## config.mk

```make
export PLATFORM = sky130hd
export DESIGN_NAME = tile_engine
export DESIGN_NICKNAME = d
export VERILOG_FILES = /design/src/rtl/tile_engine.sv
export SDC_FILE = /design/constraint.sdc
export NUM_CORES = 1
export LEC_CHECK = 0
export ABC_AREA = 1
export CAP_MARGIN = 10
export CORE_MARGIN = 2
export CORE_UTILIZATION = 50
export DETAILED_ROUTE_END_ITERATION = 7
export PLACE_DENSITY = 0.81
export SLEW_MARGIN = 20
export SYNTH_ARGS = -nofsm -noshare
export SYNTH_HDL_FRONTEND = slang
export SYNTH_SLANG_ARGS = --single-unit
```

## constraint.sdc

```tcl
create_clock -name clk -period 7.85 [get_ports clk]
set_clock_uncertainty 0.15 [all_clocks]
set_input_delay 1.57 -clock clk [delete_from_list [all_inputs] [get_ports clk]]
set_output_delay 1.57 -clock clk [all_outputs]
set_load 0.02 [all_outputs]
```

## src/rtl/tile_engine.sv

```systemverilog
// Falling-tile game engine: ROWS x COLS matrix, key judging, score/miss/frame counters, IDLE/PLAY/OVER FSM.
// Latency: state/counters update 1 clk after the input cycle; row_ready is combinational (playing & tick).
// Backpressure: a row is taken only on a PLAY tick, never buffered. Optional COMBO_MULT_EN enables the combo multiplier.
module tile_engine #(
    parameter int COLS       = 16,
    parameter int ROWS       = 12,
    parameter int SCORE_W    = 12,
    parameter int HIT_PTS    = 10,
    parameter int MAX_MISSES = 3,
    parameter int FRAME_W    = 16
) (
    input  logic                   clk,
    input  logic                   rst_n,
    input  logic                   tick,
    input  logic                   start,
    input  logic [COLS-1:0]        keys,
    input  logic [COLS-1:0]        row_data,
    input  logic                   row_valid,
    output logic                   row_ready,
    output logic [ROWS*COLS-1:0]   state,
    output logic [SCORE_W-1:0]     score,
    output logic [2:0]             misses,
    output logic [7:0]             combo,
    output logic [FRAME_W-1:0]     frame,
    output logic                   playing,
    output logic                   game_over,
    output logic                   hit_pulse,
    output logic                   miss_pulse
);
    localparam int BOT = (ROWS-1)*COLS;
    localparam logic [32:0] SCORE_MAX = (33'd1 << SCORE_W) - 33'd1;

    typedef enum logic [1:0] {S_IDLE, S_PLAY, S_OVER} st_t;

    st_t                  r_st, w_st_nxt;
    logic [COLS-1:0]      r_key_q;
    logic [ROWS*COLS-1:0] r_mat, w_mat_nxt;
    logic [SCORE_W-1:0]   r_score, w_score_nxt;
    logic [2:0]           r_miss, w_miss_nxt;
    logic [FRAME_W-1:0]   r_frame, w_frame_nxt;
    logic                 r_hit_p, r_miss_p, w_hit_p_nxt, w_miss_p_nxt;

    logic [COLS-1:0]      w_edge, w_bot, w_hits, w_wrong, w_bot_post, w_top;
    logic [7:0]           w_hit_cnt;
    logic [2:0]           w_mult;
    logic [31:0]          w_add;
    logic [32:0]          w_sum;
    logic [1:0]           w_inc;
    logic [3:0]           w_miss_sum;
    logic                 w_play, w_clear;

    assign w_play     = (r_st == S_PLAY);
    assign w_clear    = start & ~w_play;
    assign w_edge     = keys & ~r_key_q;
    assign w_bot      = r_mat[BOT +: COLS];
    assign w_hits     = w_edge & w_bot;
    assign w_wrong    = w_edge & ~w_bot;
    assign w_bot_post = w_bot & ~w_hits;
    assign w_top      = row_valid ? row_data : '0;

    always_comb begin
        w_hit_cnt = 8'd0;
        for (int c = 0; c < COLS; c++) w_hit_cnt = w_hit_cnt + {7'd0, w_hits[c]};
    end

    // Wrong press and an unhit shift-out are independent miss sources in the same cycle.
    assign w_inc      = {1'b0, |w_wrong} + {1'b0, tick & |w_bot_post};
    assign w_miss_sum = {1'b0, r_miss} + {2'b00, w_inc};
    assign w_add      = 32'(HIT_PTS) * {29'd0, w_mult} * {24'd0, w_hit_cnt};
    assign w_sum      = 33'(r_score) + {1'b0, w_add};

    always_comb begin
        w_st_nxt     = r_st;
        w_mat_nxt    = r_mat;
        w_score_nxt  = r_score;
        w_miss_nxt   = r_miss;
        w_frame_nxt  = r_frame;
        w_hit_p_nxt  = 1'b0;
        w_miss_p_nxt = 1'b0;
        case (r_st)
            S_PLAY: begin
                w_mat_nxt[BOT +: COLS] = w_bot_post;
                if (tick) begin
                    w_mat_nxt   = {r_mat[BOT-1:0], w_top};
                    w_frame_nxt = r_frame + 1'b1;
                end
                w_score_nxt  = (w_sum > SCORE_MAX) ? SCORE_MAX[SCORE_W-1:0] : w_sum[SCORE_W-1:0];
                w_miss_nxt   = w_miss_sum[3] ? 3'd7 : w_miss_sum[2:0];
                w_hit_p_nxt  = |w_hits;
                w_miss_p_nxt = (w_inc != 2'd0);
                if (w_miss_nxt >= 3'(MAX_MISSES)) w_st_nxt = S_OVER;
            end
            default: begin
                if (start) begin
                    w_st_nxt    = S_PLAY;
                    w_mat_nxt   = '0;
                    w_score_nxt = '0;
                    w_miss_nxt  = '0;
                    w_frame_nxt = '0;
                end
            end
        endcase
    end

    always_ff @(posedge clk or negedge rst_n) begin
        if (!rst_n) begin
            r_st     <= S_IDLE;
            r_key_q  <= '0;
            r_mat    <= '0;
            r_score  <= '0;
            r_miss   <= '0;
            r_frame  <= '0;
            r_hit_p  <= 1'b0;
            r_miss_p <= 1'b0;
        end else begin
            r_st     <= w_st_nxt;
            r_key_q  <= keys;
            r_mat    <= w_mat_nxt;
            r_score  <= w_score_nxt;
            r_miss   <= w_miss_nxt;
            r_frame  <= w_frame_nxt;
            r_hit_p  <= w_hit_p_nxt;
            r_miss_p <= w_miss_p_nxt;
        end
    end

`ifdef COMBO_MULT_EN
    logic [7:0] r_combo, w_combo_nxt;
    logic [8:0] w_combo_sum;

    // Multiplier uses the streak from before this cycle: 1 + combo/8, capped at 4.
    assign w_mult      = (r_combo[7:3] >= 5'd3) ? 3'd4 : 3'd1 + {1'b0, r_combo[4:3]};
    assign w_combo_sum = {1'b0, r_combo} + {1'b0, w_hit_cnt};

    always_comb begin
        w_combo_nxt = r_combo;
        if (w_clear) begin
            w_combo_nxt = 8'd0;
        end else if (w_play) begin
            if (w_inc != 2'd0)  w_combo_nxt = 8'd0;
            else if (|w_hits)   w_combo_nxt = w_combo_sum[8] ? 8'd255 : w_combo_sum[7:0];
        end
    end

    always_ff @(posedge clk or negedge rst_n) begin
        if (!rst_n) r_combo <= 8'd0;
        else        r_combo <= w_combo_nxt;
    end

    assign combo = r_combo;
`else
    assign w_mult = 3'd1;
    assign combo  = 8'd0;
`endif

    assign row_ready  = w_play & tick;
    assign state      = r_mat;
    assign score      = r_score;
    assign misses     = r_miss;
    assign frame      = r_frame;
    assign playing    = w_play;
    assign game_over  = (r_st == S_OVER);
    assign hit_pulse  = r_hit_p;
    assign miss_pulse = r_miss_p;
endmodule

```

# == After elaboration in Yosys (flattened, before gate mapping) ==
# Cells that the tools add are included.
# word_totals
register_bits,243
latchBits,0
ramBits,0
romBits,0
in_bits,37
elab_cells,69
mem_count,0
# classes
add_sub_neg,19
mul,1
div_mod_pow,0
order_cmp,2
eq_ne,4
shifts,0
muxes,18
bitwise,9
reduce_logical,7
# op_table
operator,n
two-way mux 192 bit,3
adder 8 x 1 -> 8 bit,8
AND 16 bit,4
two-way mux 16 bit,4
inverter 16 bit,3
OR reduction 16 bit,3
two-way mux 12 bit,3
adder 16 x 1 -> 16 bit (second input constant),1
adder 12 x 12 -> 13 bit,1
greater-than comparator 13 x 12 -> 1 bit (second input constant),1
multiplier 3 x 8 -> 11 bit (first input constant),1
two-way mux 3 bit,3
adder 7 x 1 -> 8 bit,1
adder 6 x 1 -> 7 bit,1
adder 5 x 1 -> 6 bit,1
two-way mux 2 bit,3
adder 4 x 1 -> 5 bit,1
adder 1 x 1 -> 2 bit,2
adder 3 x 1 -> 4 bit,1
adder 3 x 2 -> 4 bit,1
AND reduction 2 bit,2
nonzero test 2 bit,2
adder 2 x 1 -> 3 bit,1
>= comparator 3 x 2 -> 1 bit (second input constant),1
other kinds (6),8

# == Logic depth before layout (Yosys ltp) ==
# logic_depth
depth_word,23
mapped_depth,30

# == Worst setup path before layout ==
# OpenSTA, ideal clock, no wires.
# synth_path
kind,input to register
start,input port keys[1]
end,register r_score[5] (netlist: score[5])
arrival_time_ps,6543
required_ps,7572
slack_ps,1029
cell_stages,27
path_cell_list,nand2_1 -> nor2_1 -> fa_1 -> inv_1 -> fa_1 -> fa_1 -> fa_1 -> inv_1 -> ha_1 -> fa_1 -> nand2_1 -> nand2_1 -> nand2_1 -> inv_1 -> ha_1 -> ha_1 -> nand3_1 -> nand2_1 -> xnor2_1 -> ha_1 -> a21oi_1 -> o21ai_0 -> nand2_1 -> nand3_1 -> nand2_1 -> buf_2 -> nand3_1
# synth_via
elab_chain_len,22
# synth_lines
item,line_no,rtl
from (decl),16,"input logic [COLS-1:0] keys,"
AND 16 bit *,54,assign w_edge = keys & ~r_key_q;
AND 16 bit *,56,assign w_hits = w_edge & w_bot;
adder 1 x 1 -> 2 bit *,63,"for (int c = 0; c < COLS; c++) w_hit_cnt = w_hit_cnt + {7'd0, w_hits[c]};"
adder 2 x 1 -> 3 bit *,63,
adder 3 x 1 -> 4 bit *,63,
adder 4 x 1 -> 5 bit *,63,
adder 5 x 1 -> 6 bit *,63,
adder 6 x 1 -> 7 bit *,63,
adder 7 x 1 -> 8 bit *,63,
adder 8 x 1 -> 8 bit * (8 in a row),63,
multiplier 3 x 8 -> 11 bit *,69,"assign w_add = 32'(HIT_PTS) * {29'd0, w_mult} * {24'd0, w_hit_cnt};"
adder 12 x 12 -> 13 bit *,70,"assign w_sum = 33'(r_score) + {1'b0, w_add};"
greater-than comparator 13 x 12 -> 1 bit,87,w_score_nxt = (w_sum > SCORE_MAX) ? SCORE_MAX[SCORE_W-1:0] : w_sum[SCORE_W-1:0];
two-way mux 12 bit *,87,
two-way mux 12 bit *,80,case (r_st)
to (signal assigned),119,r_score <= w_score_nxt;
to (decl),38,"logic [SCORE_W-1:0] r_score, w_score_nxt;"
# Every way passes the cells marked *; elsewhere a longest branch is shown, timed or not.
# A chain may end at the register's enable or synchronous reset.

# == Worst setup path after layout ==
# layout_path
start,input port keys[0]
end,register r_score[5] (netlist: score[5])
# The elaborated chain is that of the path after synthesis.

==> results.md <==
- Status: completed
- Overflow after GRT: 0
- Most frequent cells in the layout: inv_1, clkdlybuf4s50_1, dfrtp_1
- Synth Cell Area: 10900 um2
- CTS Sinks: 243
- FF-to-FF path depth: 26
- Post-CTS Resized: 0
- Leak: 6.58 nW
- Detailed Route Iter0 Violations: 567
- CTS hold repair buffers: 0
- Crit-path max FO: 11
- Worst EP required: 8090 ps
- CTS clk-pin slew, worst paths: 60 ps
- Antenna Cells: 0
- Crit start category: input port
- Fin Setup TNS: 0 ps
- Critical Path Sink Type: register
- DR vias: 8955
- Distinct cells, synth: 34
- Metal3 WL: 2050 um
- Worst Hold Launch: score[0]
- Worst R2R End: score[5]
- H-Tree Depth: 1
- Vias in the first global route: 8736
- First-pass GRT wire length: 47400 um
- Nets: 1457
- Synth area leaders: dfrtp_1, o22ai_1, inv_1
- Post-DP HPWL: 21300 um
- Tcrit/Tclk final: 93.4%
- Worst Path Arrival: 7570 ps
- Core Box Area: 21200 um2
- Worst slew margin: 36.7%
- Reg2Reg Launch Point: state[177]
- Die X: 152 um
- Largest net degree at the start of global routing: 190
- Die outline height: 152 um
- GRT Overall Usage: 26.3%
- Total wire length: 30300 um
- Longest Clk Path Bufs: 3
- Setup Viol. Count Final: 0
- Crit-path max cell delay: 550 ps
- Yosys reg bits: 243
- Post-DR wirelength/cell: 18.0 um
- Min-Delay Endpoint: score[0]
- RSZ-0062 raised after global routing: no
- R2r setup slk: 1650 ps
- GPL Wtd Cong: 0.886
- Post-Syn Instances: 1134
- Starting Density: 51.3%
- Power Dens Cells: 253 nW/um2
- Min Hold Slack: 366 ps
- Mean post-synth cell area: 9.59 um2
- Final Util: 68.2%
- Synth Warn #: 0
- Final Max Slew Viols: 0
- Antenna violations before repair: 0
- DR vias/cell: 5.34
- Fin. Hold Viols: 0
- DRC: 0
- Synth area leader: dfrtp_1
- Max cap viols: 0
- Most used cell, CP: nand2_1
- WP depth: 27
- Root Buffer: clkbuf_16
- DR top layer: met4
- Hold path depth: 2
- Setup CP Type: in2reg
- Hold WC Path Type: reg2reg
- Die area: 23000 um2
- Peak Freq: 136 MHz
- Layout cells sized above 1: 4.07%
- Std-Cell Rows: 53
- Worst path bufs/invs: 4
- Worst vdd ir: 0.176 mV
- Area growth syn-to-layout: 33.0%
- M1 WL: 12800 um
- Power, Total: 3.66 mW
- Boundary Pins: 273
- CP max stage cell: fa_1
- Top-area cell type share of the netlist area: 55.9%
- Wire length on met2: 14700 um
- Setup Buffers After CTS: 0
- Measured slew at the worst slew-check pin: 949 ps
- Number of port buffers: 264
- ANT nets after route: 0
- CTS Buf Count: 27
- DR pass1 iterations: 5
- Clk_lat worst skew: 520 ps
- Fin crit period: 7330 ps
- Largest delay share family, worst path: adder cells
- Seq/Total Area, Yosys: 55.9%
- CTS tree: yes
==> per-stage QoR <==
stage                     worst slack [ps]  cells  cell area, um2
final                                  515   1677           14500
after CTS                              551   1676           14400
after global routing                  17.6   1677           14500
after floorplan                       1030   1141           10900
after detailed placement              34.6   1626           13500
after global placement                 167   1626           13500
==> worst reg2reg max path, stage by stage (launching register included) <==
cell and delay (ps):
dfrtp_1 430, inv_1 70, nor2_1 70, fa_1 570, inv_1 70, fa_1 530, fa_1 440, fa_1 550
inv_1 50, ha_1 210, fa_1 410, nand2_1 80, nand2_1 50, nand2_1 110, inv_1 60, ha_1 330
ha_1 300, nand3_1 80, nand2_1 60, xnor2_1 220, ha_1 310, a21oi_1 220, o21ai_0 150, nand2_1 80
nand3_1 60, nand2_1 280, nand3_1 130
==> registers in the layout (all words and copies together) (netlist names) <==
name and flops:
frame 16, r_key_q 16, miss_pulse 1, misses 3
state 192, hit_pulse 1, r_st 2, score 12
==> cell type report <==
type                       count  area [um2]
tap                          275         344
inverter                     264         991
fill                        1666        6750
sequential                   243        6080
timing repair buffer         270        2710
clock buffer                  37         743
multi-input combinational    575        3420
clock inverter                13         175
==> how the worst max path moves through the flow <==
stage	slack, ps	from	to
finish	520	keys[0]	score[5]
global route	20	keys[1]	score[5]
CTS	550	keys[0]	score[5]
detailed placement	30	keys[0]	score[8]
global placement	170	keys[0]	score[11]
floorplan	1030	keys[1]	score[5]
==> metal layers <==
layer,up-vias,global-route usage (%)
met2,346,43.1
met3,40,3.71
met1,4364,37.4
li1,4205,-
met4,0,6.71
met5,-,0
==> cells in the mapped netlist <==
| master | count |
|---|---|
| inv_1 | 263 |
| dfrtp_1 | 243 |
| o22ai_1 | 164 |
| nand2_1 | 142 |
| nand3_1 | 63 |
| o21ai_0 | 40 |
| nor2_1 | 39 |
| buf_4 | 26 |
| ha_1 | 26 |
| o221ai_1 | 16 |
| a21oi_1 | 13 |
| fa_1 | 13 |
| buf_6 | 12 |
| nand4_1 | 12 |
| clkbuf_1 | 10 |
| nand3b_1 | 10 |
| buf_2 | 8 |
| xor2_1 | 8 |
| nor3_1 | 5 |
| or2_2 | 3 |
| xnor2_1 | 3 |
| a21o_1 | 2 |
| clkbuf_2 | 2 |
| a31oi_1 | 1 |
| and2_1 | 1 |
| and3_1 | 1 |
| clkbuf_8 | 1 |
| conb_1 | 1 |
| inv_2 | 1 |
| nand2_2 | 1 |
| nor2_4 | 1 |
| o21a_1 | 1 |
| o21ai_1 | 1 |
| or2_0 | 1 |
==> power breakdown <==
| group | total [mW] | internal (mW) | switching (mW) | leakage, nW |
|---|---|---|---|---|
| clock | 1.30 | 0.795 | 0.508 | 0.451 |
| sequential | 1.41 | 1.35 | 0.0625 | 3.34 |
| combinational | 0.947 | 0.310 | 0.637 | 2.79 |
==> cell families (layout without fill, tap and decap cells) <==
logic type               count (synthesis)  count (layout)  share of synthesized area (%)
XOR/XNOR                                11              11                          0.886
buffers and inverters                  323             584                           13.1
other                                    1               8                         0.0345
AND/OR/NAND/NOR                        279             279                           11.3
adder cells (fa/ha/maj)                 39              39                           5.38
flip-flops                             243             243                           55.9
AO/OA/AOI/OAI                          238             238                           13.5
Power figures use the tool's default switching activity.
==> variant 1, RTL diff (config.mk and constraints unchanged) <==
Change the parameter `FRAME_W` from 16 to 24.
--- a/src/rtl/tile_engine.sv
+++ b/src/rtl/tile_engine.sv
@@ -7,7 +7,7 @@
     parameter int SCORE_W    = 12,
     parameter int HIT_PTS    = 10,
     parameter int MAX_MISSES = 3,
-    parameter int FRAME_W    = 16
+    parameter int FRAME_W    = 24
 ) (
     input  logic                   clk,
     input  logic                   rst_n,
Interface: changed (resized frame); port bits go from 273 to 281. No check against the original RTL was run, so the function may have changed too.
==> variant 1 against the unedited design <==
Critical path depth down 1; non-clock buffer count is 7 higher; routed wire length increased by 8.5%; sequential cell count grew 8; register-to-register slack worse by 0.02 ns; largest power group unchanged; final area up 4.6%; combinational power grew 5.3%; critical path type unchanged; synthesized area increased by 4.2%; power up 2.9%; sequential share of layout area decreased by 0.54 points; worst setup slack worse by 0.0092 ns; highest routed layer unchanged; first-iteration DRC count rose by 27%.
==> variant 1: results (changes against the unedited design) <==
critical_path:
  critical_path.endpoint: "score[2]"  # was score[5]
  rr_startpoint: "state[177]"  # unchanged
  arrival_ns: 7.56  # was 7.57 ns
  reg2reg_depth: 25  # was 26
  rrSetupSlack_ns: 1.63  # was 1.65 ns
global_route:
  grt_max_degree: 134  # was 190
  grt_pass1_wl_mm: 51.5  # was 47.4 mm
  grt_pass1_vias: 9514  # was 8736
  grt_usage_pct: 27.2  # was 26.3%
place:
  hpwl_mm: 23.3  # was 21.3 mm
  pre_cts_ws_ns: 0.0127  # was 0.0346 ns
  place.gp.congestion: 0.922  # was 0.886
  dp_cells: 1749  # was 1626
  port_buffers: 272  # was 264
sta:
  min_period_over_period_pct: 93.6  # was 93.4%
  worst_slew_margin_rel_pct: 35.2  # was 36.7%
power_and_ir_drop:
  cellLeakagePower_uw: 0.00680  # was 0.00658 uW
  peakVddDrop_mv: 0.153  # was 0.176 mV
worst_hold_path:
  worstHoldPathType: "reg2reg"  # unchanged
clock_network:
  postCtsSetupBuffers: 0  # unchanged
  htree_levels: 1  # unchanged
  cts_root_buffer: "clkbuf_16"  # unchanged
  cts_buffers: 26  # was 27
logic_synthesis:
  async_flop_share_pct: 100  # unchanged
  synthTopCellsByCount: "inv_1, dfrtp_1, nand2_1, o22ai_1, nand3_1"  # was inv_1, dfrtp_1, o22ai_1, nand2_1, nand3_1
  netlist-cell-type-count: 36  # was 34
  synth_area_leaders: "dfrtp_1, o22ai_1, inv_1"  # unchanged
  synthCells: 1238  # was 1134
  yosysSeqAreaShare_pct: 55.4  # was 55.9%
layout:
  final_cells: 1795  # was 1677
  largest_reg_flops: 192  # unchanged
  drive_above_1_share_pct: 4.70  # was 4.07%
  fin_nets: 1568  # was 1457
drt:
  drt_iter0_markers: 721  # was 567
  finalWirelength_mm: 32.8  # was 30.3 mm
  viasPerCell: 5.54  # was 5.34
  post-route-drc-count: 0  # unchanged
run_status:
  status: "completed"  # unchanged
variant 1: changes by cell type in the layout (fill, tap and decap cells not counted), sizes merged, moves of 7 or more:
cell,change
clkdlybuf4s50,+8
nand4,+10
dfrtp,+8
inv,+7
nand3,+10
nor2,+19
nand2,+52
nand3b,-8
or2,+7
variant 1: layout make-up:
class,instances,area [um^2]
sequential,251,6280
inverter,272,1020
tap,285,357
clock buffer,37,762
multi-input combinational,664,3780
timing repair buffer,277,2780
fill,1671,7290
clock inverter,9,159
variant 1: critical path, cell delays in order:
cell,delay (ns)
clkdlybuf4s50_1,0.50
nand2_1,0.08
nor2_1,0.19
fa_1,0.46
inv_1,0.10
fa_1,0.46
fa_1,0.53
fa_1,0.54
inv_1,0.05
ha_1,0.20
fa_1,0.42
nand2_1,0.09
nand2_1,0.04
nand2_1,0.07
inv_1,0.05
ha_1,0.32
fa_1,0.46
a21oi_1,0.16
nor2_1,0.07
ha_1,0.32
nand2_1,0.10
inv_1,0.04
a21boi_0,0.15
nand3_1,0.14
nand2_1,0.30
o211ai_1,0.15
variant 1: cells by family after synthesis:
| logic type | share of synthesized area, % |
|---|---|
| flip-flops | 55.4 |
| XOR/XNOR | 0.464 |
| other | 0.0331 |
| AO/OA/AOI/OAI | 13.2 |
| buffers and inverters | 11.6 |
| adder cells (fa/ha/maj) | 5.17 |
| AND/OR/NAND/NOR | 14.1 |
variant 1: worst min-delay path by stage:
stage | endpoint | startpoint | cells after the start | slack [ns]
after floorplan | r_st[0] | r_st[0] | 2 | 0.40
after global placement | score[0] | score[0] | 2 | 0.35
after detailed placement | score[0] | score[0] | 2 | 0.34
after CTS | score[0] | score[0] | 2 | 0.36
after global routing | score[0] | score[0] | 2 | 0.38
final | score[0] | score[0] | 2 | 0.36
variant 1: metrics by stage:
step | total power [uW] | hold slack, ns | util, % | area, um^2
after floorplan | 2090 | 0.397 | - | 11400
after global placement | 2460 | 0.348 | 63.4 | 14200
after detailed placement | 2470 | 0.338 | 63.4 | 14200
after CTS | 3790 | 0.364 | 67.5 | 15100
after global routing | 3930 | 0.377 | 67.5 | 15100
final | 3770 | 0.355 | 67.5 | 15100
variant 1: power breakdown:
group	total, uW	switching [uW]	internal, uW
registers	1470	66.9	1400
clock network	1310	505	805
logic	997	682	315
variant 1: layer usage:
layer	GRT usage, %	routed length (um)	part of all wire [%]
met2	44.0	15600	47
met4	11.9	1570	4.8
met1	37.3	13600	41
met3	3.45	2100	6.4
met5	0	0	0
==> variant 2, RTL diff (same flow settings) <==
Without the edit above. Re-encode `st_t` (3 values) as one-hot, 3 bits wide.
--- a/src/rtl/tile_engine.sv
+++ b/src/rtl/tile_engine.sv
@@ -30,7 +30,7 @@
     localparam int BOT = (ROWS-1)*COLS;
     localparam logic [32:0] SCORE_MAX = (33'd1 << SCORE_W) - 33'd1;
 
-    typedef enum logic [1:0] {S_IDLE, S_PLAY, S_OVER} st_t;
+    typedef enum logic [2:0] {S_IDLE = 3'b001, S_PLAY = 3'b010, S_OVER = 3'b100} st_t;
 
     st_t                  r_st, w_st_nxt;
     logic [COLS-1:0]      r_key_q;
Function: no difference found for any inputs over 4 cycles, from zero or initial values and one cycle with rst_n low; so few cycles prove little.
==> variant 2 against the unedited design <==
Sequential cell count grew 1; synthesized area increased by 0.40%; worst setup slack gained 0.048 ns; power up 16%; clock power fell by 8%; critical endpoint is now score[2]; fmax increased by 0.66%; final area is 0.19% higher; routed wire length grew 0.99%.
==> variant 2: results (changes against the unedited design) <==
sta:
  whs_ns: 0.331  # was 0.366 ns
drt:
  viasPerCell: 5.36  # was 5.34
  wl_met2_mm: 14.4  # was 14.7 mm
  wl_met3_mm: 2.74  # was 2.05 mm
  drt_iter0_markers: 587  # was 567
  finalWirelength_mm: 30.6  # was 30.3 mm
  wl_met1_mm: 12.2  # was 12.8 mm
layout:
  filler_cell_count: 1726  # was 1666
  fin_nets: 1489  # was 1457
clock_network:
  clk_pin_slew_ns: 0.06  # about the same
  htree_levels: 1  # unchanged
  cts_buffers: 26  # was 27
global_route:
  grtUsageMet2_pct: 42.0  # was 43.1%
  grtUsageMet1_pct: 33.9  # was 37.4%
  use_met3_pct: 7.67  # was 3.71%
  grt_pass1_vias: 9369  # was 8736
  grt_usage_pct: 26.1  # was 26.3%
  grt_pass1_wl_mm: 49.5  # was 47.4 mm
  grt_max_degree: 166  # was 190
critical_path:
  reg2reg_depth: 25  # was 26
  r2r_end: "score[2]"  # was score[5]
worst_hold_path:
  min-delay-start: "score[0]"  # unchanged
  worstHoldPathType: "reg2reg"  # unchanged
logic_synthesis:
  yosysSeqAreaShare_pct: 55.9  # about the same
  synthCells: 1168  # was 1134
  synth_adder_area_share_pct: 5.36  # was 5.38%
  synthTopCellsByCount: "inv_1, dfrtp_1, nand2_1, o22ai_1, nand3_1"  # was inv_1, dfrtp_1, o22ai_1, nand2_1, nand3_1
  synth_area_leaders: "dfrtp_1, o22ai_1, inv_1"  # unchanged
  synth_compound_area_share_pct: 14.3  # was 13.5%
  synthXorXnorAreaFrac_pct: 0.641  # was 0.886%
  synth_ff_type: "dfrtp_1"  # unchanged
place:
  dp_cells: 1665  # was 1626
  place.gp.congestion: 0.863  # was 0.886
  hpwl_mm: 21.2  # was 21.3 mm
  pre_cts_ws_ns: -0.0837  # was 0.0346 ns
power_and_ir_drop:
  p_seq_share_pct: 36.4  # was 38.6%
  p_comb_share_pct: 35.8  # was 25.8%
  p_total_uw: 4270  # was 3660 uW
  cellLeakagePower_uw: 0.00661  # was 0.00658 uW
  p_sw_share_pct: 37.7  # was 33.0%
  peakVddDrop_mv: 0.237  # was 0.176 mV
run_status:
  status: "completed"  # unchanged
## variant 2: repair_timing
item,in CTS,in global routing
hold buffers,0,0
setup endpoints to repair,0,3
resized for setup,0,1
## variant 2: worst max-delay path, stage by stage
cell	delay [ns]
clkdlybuf4s50_1	0.49
nand2_1	0.10
nor2_1	0.20
fa_1	0.42
inv_1	0.10
fa_1	0.46
fa_1	0.49
fa_1	0.53
inv_1	0.04
ha_1	0.21
fa_1	0.42
nand2_1	0.09
nand2_1	0.05
nand2_1	0.11
inv_1	0.06
ha_1	0.33
fa_1	0.46
a21oi_1	0.18
nor2_1	0.09
ha_1	0.33
nand2_1	0.11
inv_1	0.04
a21boi_0	0.17
nand3_1	0.16
nand2_2	0.21
o211ai_1	0.12
## variant 2: how the worst max path moves through the flow
stage / start / slack [ns] / cells past startpoint / endpoint
after floorplan: keys[1] / 0.92 / 26 / score[3]
after global placement: keys[1] / 0.1 / 26 / score[2]
after detailed placement: keys[1] / -0.08 / 26 / score[2]
after CTS: keys[1] / 0.45 / 26 / score[2]
after global routing: keys[0] / 0.11 / 26 / score[2]
final: keys[1] / 0.56 / 26 / score[2]
## variant 2: cell type report
| class | count | area, um^2 | area share [%] |
|---|---|---|---|
| Sequential cell | 244 | 6110 | 42.1 |
| Multi-Input combinational cell | 613 | 3550 | 24.5 |
| Timing Repair Buffer | 267 | 2680 | 18.5 |
| Inverter | 261 | 980 | 6.76 |
| Clock buffer | 40 | 773 | 5.33 |
| Tap cell | 280 | 350 | 2.42 |
| Clock inverter | 8 | 55.1 | 0.380 |
## variant 2: per-stage QoR
step	area [um^2]	TNS, ns	util, %
3_5_place_dp	13700	-0.461	63.2
3_3_place_gp	13700	0	63.2
6_report	14500	0	67.1
4_1_cts	14500	0	67.0
2_1_floorplan	10900	0	-
5_1_grt	14500	0	67.1
